File: src/rtl/cpu_pkg.sv
// Shared datapath types for the execute-stage fan-out logic.
// Holds the word width, the destination select encoding and the
// output-slot state encoding used by demux1to2_pipe and demux_out_slot.
package cpu_pkg;

  localparam int unsigned W = 32;

  typedef logic [W-1:0] word_t;

  // Destination of a routed result: register-file write-back or store path.
  typedef enum logic {
    DST_WB  = 1'b0,
    DST_MEM = 1'b1
  } dst_e;

  // Occupancy of a one-entry output slot.
  typedef enum logic {
    SLOT_EMPTY = 1'b0,
    SLOT_FULL  = 1'b1
  } slot_state_e;

endpackage

File: src/rtl/demux_out_slot.sv
// One-entry holding slot for one demux output port.
// A load while the slot drains keeps it FULL with the new word, so a port
// can sustain one word per cycle. The data register is not cleared on drain;
// it only changes on a load or on reset.
module demux_out_slot
  import cpu_pkg::*;
(
  input  logic  clk,
  input  logic  rst,
  input  logic  load_i,
  input  word_t load_data_i,
  input  logic  ready_i,
  output logic  valid_o,
  output word_t data_o,
  output logic  can_load_o
);

  slot_state_e state_q, state_d;
  word_t       data_q,  data_d;

  // Next-state and next-data for the slot: load wins, otherwise drain empties.
  always_comb begin
    state_d = state_q;
    data_d  = data_q;
    case (state_q)
      SLOT_EMPTY: begin
        if (load_i) begin
          state_d = SLOT_FULL;
          data_d  = load_data_i;
        end else begin
          state_d = SLOT_EMPTY;
        end
      end
      SLOT_FULL: begin
        if (load_i) begin
          state_d = SLOT_FULL;
          data_d  = load_data_i;
        end else if (ready_i) begin
          state_d = SLOT_EMPTY;
        end else begin
          state_d = SLOT_FULL;
        end
      end
      default: begin
        state_d = SLOT_EMPTY;
      end
    endcase
  end

  // Slot state and data registers with synchronous reset discarding any word.
  always_ff @(posedge clk) begin
    if (rst) begin
      state_q <= SLOT_EMPTY;
      data_q  <= '0;
    end else begin
      state_q <= state_d;
      data_q  <= data_d;
    end
  end

  assign valid_o    = (state_q == SLOT_FULL);
  assign data_o     = data_q;
  // A new word fits if the slot is empty or its current word leaves this cycle.
  assign can_load_o = (state_q == SLOT_EMPTY) || ready_i;

endmodule

File: src/rtl/demux1to2_pipe.sv
// Registered 1-to-2 demultiplexer between execute and the write-back /
// store paths. Each output owns a one-entry slot, so a stalled port only
// blocks words that select it.
// Optional build macro: DEMUX_STATS_EN adds saturating accept/stall counters
// (cnt0, cnt1, stall_cnt) of width CNT_W.
module demux1to2_pipe
  import cpu_pkg::*;
#(
  parameter int unsigned CNT_W = 16
)
(
  input  logic             clk,
  input  logic             rst,
  input  word_t            in_data,
  input  logic             in_sel,
  input  logic             in_valid,
  output logic             in_ready,
  output word_t            y0_data,
  output logic             y0_valid,
  input  logic             y0_ready,
  output word_t            y1_data,
  output logic             y1_valid,
  input  logic             y1_ready
`ifdef DEMUX_STATS_EN
  ,
  output logic [CNT_W-1:0] cnt0,
  output logic [CNT_W-1:0] cnt1,
  output logic [CNT_W-1:0] stall_cnt
`endif
);

  dst_e dst_s;
  logic can_load0_s;
  logic can_load1_s;
  logic accept_s;
  logic load0_s;
  logic load1_s;

  assign dst_s    = dst_e'(in_sel);
  // Only the selected slot decides readiness; the other port never blocks.
  assign in_ready = !rst && ((dst_s == DST_MEM) ? can_load1_s : can_load0_s);
  assign accept_s = in_valid && in_ready;
  assign load0_s  = accept_s && (dst_s == DST_WB);
  assign load1_s  = accept_s && (dst_s == DST_MEM);

  demux_out_slot u_slot0 (
    .clk         (clk),
    .rst         (rst),
    .load_i      (load0_s),
    .load_data_i (in_data),
    .ready_i     (y0_ready),
    .valid_o     (y0_valid),
    .data_o      (y0_data),
    .can_load_o  (can_load0_s)
  );

  demux_out_slot u_slot1 (
    .clk         (clk),
    .rst         (rst),
    .load_i      (load1_s),
    .load_data_i (in_data),
    .ready_i     (y1_ready),
    .valid_o     (y1_valid),
    .data_o      (y1_data),
    .can_load_o  (can_load1_s)
  );

`ifdef DEMUX_STATS_EN
  localparam logic [CNT_W-1:0] CNT_MAX = {CNT_W{1'b1}};
  localparam logic [CNT_W-1:0] CNT_ONE = {{(CNT_W-1){1'b0}}, 1'b1};

  logic [CNT_W-1:0] cnt0_q, cnt1_q, stall_q;
  logic             stall_s;

  assign stall_s = in_valid && !in_ready;

  // Saturating per-port accept counters and input stall counter.
  always_ff @(posedge clk) begin
    if (rst) begin
      cnt0_q  <= '0;
      cnt1_q  <= '0;
      stall_q <= '0;
    end else begin
      if (load0_s && (cnt0_q != CNT_MAX)) begin
        cnt0_q <= cnt0_q + CNT_ONE;
      end
      if (load1_s && (cnt1_q != CNT_MAX)) begin
        cnt1_q <= cnt1_q + CNT_ONE;
      end
      if (stall_s && (stall_q != CNT_MAX)) begin
        stall_q <= stall_q + CNT_ONE;
      end
    end
  end

  assign cnt0      = cnt0_q;
  assign cnt1      = cnt1_q;
  assign stall_cnt = stall_q;
`endif

endmodule

File: config.mk
export PLATFORM = sky130hd
export DESIGN_NAME = demux1to2_pipe
export DESIGN_NICKNAME = d
export VERILOG_FILES = /design/src/rtl/cpu_pkg.sv /design/src/rtl/demux_out_slot.sv /design/src/rtl/demux1to2_pipe.sv
export SDC_FILE = /design/constraint.sdc
export NUM_CORES = 1
export LEC_CHECK = 0
export CORE_UTILIZATION = 43
export CTS_BUF_LIST = sky130_fd_sc_hd__clkbuf_8
export DETAILED_ROUTE_END_ITERATION = 6
export HOLD_SLACK_MARGIN = 0.08
export PLACE_DENSITY = 0.81
export SKIP_CTS_REPAIR_TIMING = 1
export SLEW_MARGIN = 30
export SYNTH_ARGS = -nofsm -noshare
export SYNTH_HDL_FRONTEND = slang
export SYNTH_HIERARCHICAL = 1
export SYNTH_SLANG_ARGS = --single-unit
File: constraint.sdc
create_clock -name clk -period 1.55 [get_ports clk]
set_clock_uncertainty 0.1 [all_clocks]
set_input_delay 0.31 -clock clk [delete_from_list [all_inputs] [get_ports clk]]
set_output_delay 0.31 -clock clk [all_outputs]
set_load 0.02 [all_outputs]
# Word level (Yosys, flattened, before mapping)
# Index checks and enable logic that the tools add are counted.
totals:
  memories: 0
  inputBits: 38
  regBits: 66
  word_cells: 25
  latchBits: 0
  mem_bits_rw: 0
  mem_bits_ro: 0
classes:
  n_div: 0
  eq_ne: 0
  order_cmp: 0
  n_reduce_logical: 7
  n_mul: 0
  n_mux: 11
  n_shift: 0
  addsub: 0
  n_bitwise: 3
op_table:
  columns: ["cell", "n"]
  rows:
  - ["2-to-1 mux 32 bit", 2]
  - ["2-to-1 mux 1 bit", 7]
  - ["logical AND 1 bit", 4]
  - ["case mux 1 bit (2 select lines)", 2]
  - ["NOT 1 bit", 3]
  - ["logical OR 1 bit", 2]
  - ["logical NOT 1 bit", 1]

# Longest topological paths before layout
depth:
  depth_word: 8
  depth_mapped: 7
  ltp_nobuf: 5

# By module
# The synthesis kept the hierarchy.
modules_own_cells:
  columns: ["module", "instances", "area_each_um2", "cells_per_inst"]
  rows:
  - ["demux_out_slot", 2, 1204.9, 108]
  - ["demux1to2_pipe", 1, 47.5, 6]

# Worst setup path after synthesis
# No wires, ideal clock.
synth_path:
  path_kind: "register to register"
  start: "register u_slot0.state_q (netlist: u_slot0/valid_o)"
  end: "register u_slot0.data_q[10] (netlist: u_slot0/data_o[10])"
  path_buffers: 2
  arrival_time_ps: 1196
  stages_incl_launch_ff: 8
  setup_time_ps: 128
  setup_slack_ps: 126
  path_cell_list: "dfxtp_1 nand2b_1 nand2b_4 nor2_1 buf_6 buf_12 mux2i_1 nor2_1"
synth_between:
  elab_chain_len: 6
synth_rtl:
  columns: ["item", "line", "text"]
  rows:
  - ["start, declared", "demux_out_slot.sv:18", "slot_state_e state_q, state_d;"]
  - ["start signal, assigned", "demux_out_slot.sv:56", "state_q <= state_d;"]
  - ["NOT 1 bit", "demux_out_slot.sv:64", "assign can_load_o = (state_q == SLOT_EMPTY) || ready_i;"]
  - ["logical OR 1 bit", "demux_out_slot.sv:64", null]
  - ["net can_load0_s", "demux1to2_pipe.sv:33", "logic can_load0_s;"]
  - ["2-to-1 mux 1 bit", "demux1to2_pipe.sv:41", "assign in_ready = !rst && ((dst_s == DST_MEM) ? can_load1_s : can_load0_s);"]
  - ["logical AND 1 bit", "demux1to2_pipe.sv:41", null]
  - ["logical AND 1 bit", "demux1to2_pipe.sv:42", "assign accept_s = in_valid && in_ready;"]
  - ["logical AND 1 bit", "demux1to2_pipe.sv:43", "assign load0_s = accept_s && (dst_s == DST_WB);"]
  - ["net load0_s", "demux1to2_pipe.sv:36", "logic load0_s;"]
  - ["end signal, assigned", "demux_out_slot.sv:57", "data_q <= data_d;"]
  - ["end, declared", "demux_out_slot.sv:19", "word_t data_q, data_d;"]
# The timed path passes the listed nets, and every way through them passes these cells.
# A chain may end at the register's enable or synchronous reset.

# Final worst setup path
layout_path:
  start: "register u_slot0.state_q (netlist: u_slot0/valid_o)"
  end: "register u_slot0.data_q[28] (netlist: u_slot0/data_o[28])"
# The elaborated chain is that of the path after synthesis.

==> impl_metrics.py <==
metrics = {
    "global_routing": {
        "use_met1": 0.216,
        "grtUsageMet3": 0.0741,
        "grtUsageTotal": 0.185,
        "grt_pass1_vias": 1850,
        "grt_use_met2": 0.288,
        "grt_busiest_layer": "met2",
        "grt_first_pass_wirelength_mm": 8.63,
        "antenna_found_initial": 0,
        "grt_max_degree": 48,
        "gr-total-overflow": 0,
    },
    "route": {
        "via_per_inst": 4.72,
        "antenna_left": 0,
        "drt_iter0_markers": 44,
        "drc": 0,
        "avgRoutedWirePerCell_um": 15.0,
        "first_pass_iters": 7,
        "vias": 1981,
        "totalWireLength_mm": 6.31,
    },
    "cts": {
        "root_buffer": "clkbuf_8",
        "clk_latency_ns": 0.33,
        "cts-buffers-inserted": 9,
        "path_clk_slew_ns": 0.07,
        "cts_max_path_buffers": 2,
        "cts_tree": "done",
        "cts_sinks": 66,
        "htree_num_levels": 3,
    },
    "job": {
        "cap_viol_max_count": 0,
    },
    "floorplanning": {
        "start_util": 0.446,
        "io_pins": 105,
        "die_y_um": 77.6,
        "die_area_sq_um": 6020,
        "core_sq_um": 5510,
        "fp.dieW_um": 77.6,
        "row_count": 27,
    },
    "yosys": {
        "ys_warn_count": 6,
        "ys_ff_latch": 66,
        "syn_area_sq_um": 2460,
        "synth_nets": 260,
        "ys_seq_area_frac": 0.538,
        "ys_top_cells_by_area": "dfxtp_1 (54%), mux2i_1 (26%), nor2_1 (10%), buf_12 (4.9%), nand2b_4 (1.1%)",
        "netlist_instances": 222,
        "synth_area_per_cell_sq_um": 11.1,
        "synth_cell_types": 13,
        "synth_top_area_frac": 0.538,
        "synth_top_area_cell": "dfxtp_1",
    },
    "layout": {
        "drive_gt1_frac": 0.138,
        "design_area_sq_um": 4170,
        "final_cells": 420,
        "finalCoreUtilization": 0.758,
        "syn2layout_area_growth_pct": 69.8,
        "final_nets": 381,
        "fill_cells": 371,
        "antenna_cells": 0,
    },
    "placed_design": {
        "portBuffers": 104,
        "dp_hpwl_mm": 3.67,
        "place_congestion": 0.739,
        "dp.cells": 394,
        "placed_area_sq_um": 3540,
    },
    "critical_path": {
        "setup.worst_path.end_class": "flip-flop",
        "critical-path-max-stage-delay_ns": 0.36,
        "path_class": "reg2reg",
        "critPathSlowestCell": "dfxtp_4",
        "path_max_fanout": 6,
        "cp_cell_sequence": "nand2b_4, nand2b_4, buf_6, nor2_4, buf_6, clkbuf_16, mux2i_1, nor2_1",
        "crit_required_ns": 1.67,
        "worstPathArrival_ns": 1.77,
        "crit_buf_inv": 3,
        "crit_family": "simple AND/OR/NAND/NOR gates",
        "start_kind": "flip-flop",
    },
    "power_and_ir_drop": {
        "peakVddDrop_mv": 0.774,
        "p_leak_nw": 2.70,
        "p_per_area_nw_per_um2": 903,
    },
    "outcome": {
        "status": "complete, but fails checks",
        "failed_checks": "negative setup slack",
    },
    "sta": {
        "fin_crit_sh": 1.06,
        "timing.final.crit_period_ns": 1.65,
        "finalHoldViolCount": 0,
        "final.setup.tns_ns": -0.559,
        "maxSlewHeadroom": 0.674,
        "drv_slew": 0,
        "setup_viol": 17,
        "fmax_ghz": 0.607,
        "layout_setup_ws_ns": -0.0963,
        "tightest_slew_ns": 0.489,
        "rsz0062_at_grt": "true",
    },
    "hold_path": {
        "hold_path.class": "in2reg",
    },
}
-- flip-flops by register name, summed over array words and instances, names as in the netlist --
register and count:
u_slot0/data_o 32, u_slot0/valid_o 1, u_slot1/data_o 32, u_slot1/valid_o 1
-- logic make-up after synthesis --
logic type / Yosys count / synth area share
simple gates: 71 / 0.119
mux: 64 / 0.261
compound gates: 3 / 0.00764
flops: 66 / 0.538
buf+inv: 18 / 0.0754
-- metrics by stage --
stage          total power [W]  setup slack [ns]  hold slack (ns)
2_1_floorplan          0.00208             0.126            0.357
3_3_place_gp           0.00232            -0.545            0.372
3_5_place_dp           0.00233            -0.582            0.377
4_1_cts                0.00375            -0.617            0.327
5_1_grt                0.00390            -0.137            0.332
6_report               0.00377           -0.0963            0.312
-- where the power goes --
| part | internal, W | switching, W |
|---|---|---|
| clock network | 0.000811 | 0.000615 |
| logic | 0.000306 | 0.000252 |
| registers | 0.00175 | 0.0000291 |
-- worst reg2reg max path: cells and delay by family, from the launching register on --
family,cells,cell delay [ns]
buf+inv,3,0.40
flops,1,0.36
mux,1,0.22
simple gates,4,0.46
-- cell type report --
class | instances | area, sq um | share of cell area
multi-input cells | 138 | 996 | 0.239
clock inverters | 5 | 46.3 | 0.0111
clock buffers | 11 | 151 | 0.0363
flip-flops and latches | 66 | 1330 | 0.318
repair buffers | 126 | 1560 | 0.373
well taps | 72 | 90.1 | 0.0216
inverters | 2 | 7.51 | 0.00180
-- cell usage in the layout, fill, tap and decap left out --
| cell | n |
|---|---|
| dlymetal6s2s_1 | 69 |
| dfxtp_1 | 65 |
| nor2_1 | 64 |
| mux2i_1 | 62 |
| clkdlybuf4s50_1 | 33 |
| clkbuf_8 | 11 |
| buf_6 | 7 |
| clkbuf_16 | 6 |
| inv_1 | 5 |
| buf_4 | 5 |
| nand2b_4 | 4 |
| buf_12 | 3 |
| nor2_4 | 2 |
| a21oi_1 | 2 |
| buf_8 | 2 |
| mux2i_2 | 2 |
| nand2_4 | 1 |
| a21oi_2 | 1 |
| bufinv_16 | 1 |
| clkinv_2 | 1 |
| buf_2 | 1 |
| dfxtp_4 | 1 |
-- layer usage --
metal  part of all wire  up-vias
li1                   -      971
met4              0.015        0
met5                  0        -
met1               0.42      922
met3              0.074       10
met2               0.49       78
-- cell usage after synthesis (all sizes together) --
cell    count
dfxtp      66
nand2       1
clkbuf      4
nand2b      4
inv         2
a21oi       3
nor2       66
mux2i      64
buf        12
-- final timing paths --
check,depth (start not counted),from,endpoint,slack (ns)
min,4,y0_ready,u_slot0/valid_o,0.31
min reg2reg,2,u_slot1/data_o[31],u_slot1/data_o[31],0.38
max reg2reg,8,u_slot0/valid_o,u_slot0/data_o[28],-0.1
max,8,u_slot0/valid_o,u_slot0/data_o[28],-0.1
Power figures use the tool's default switching activity.
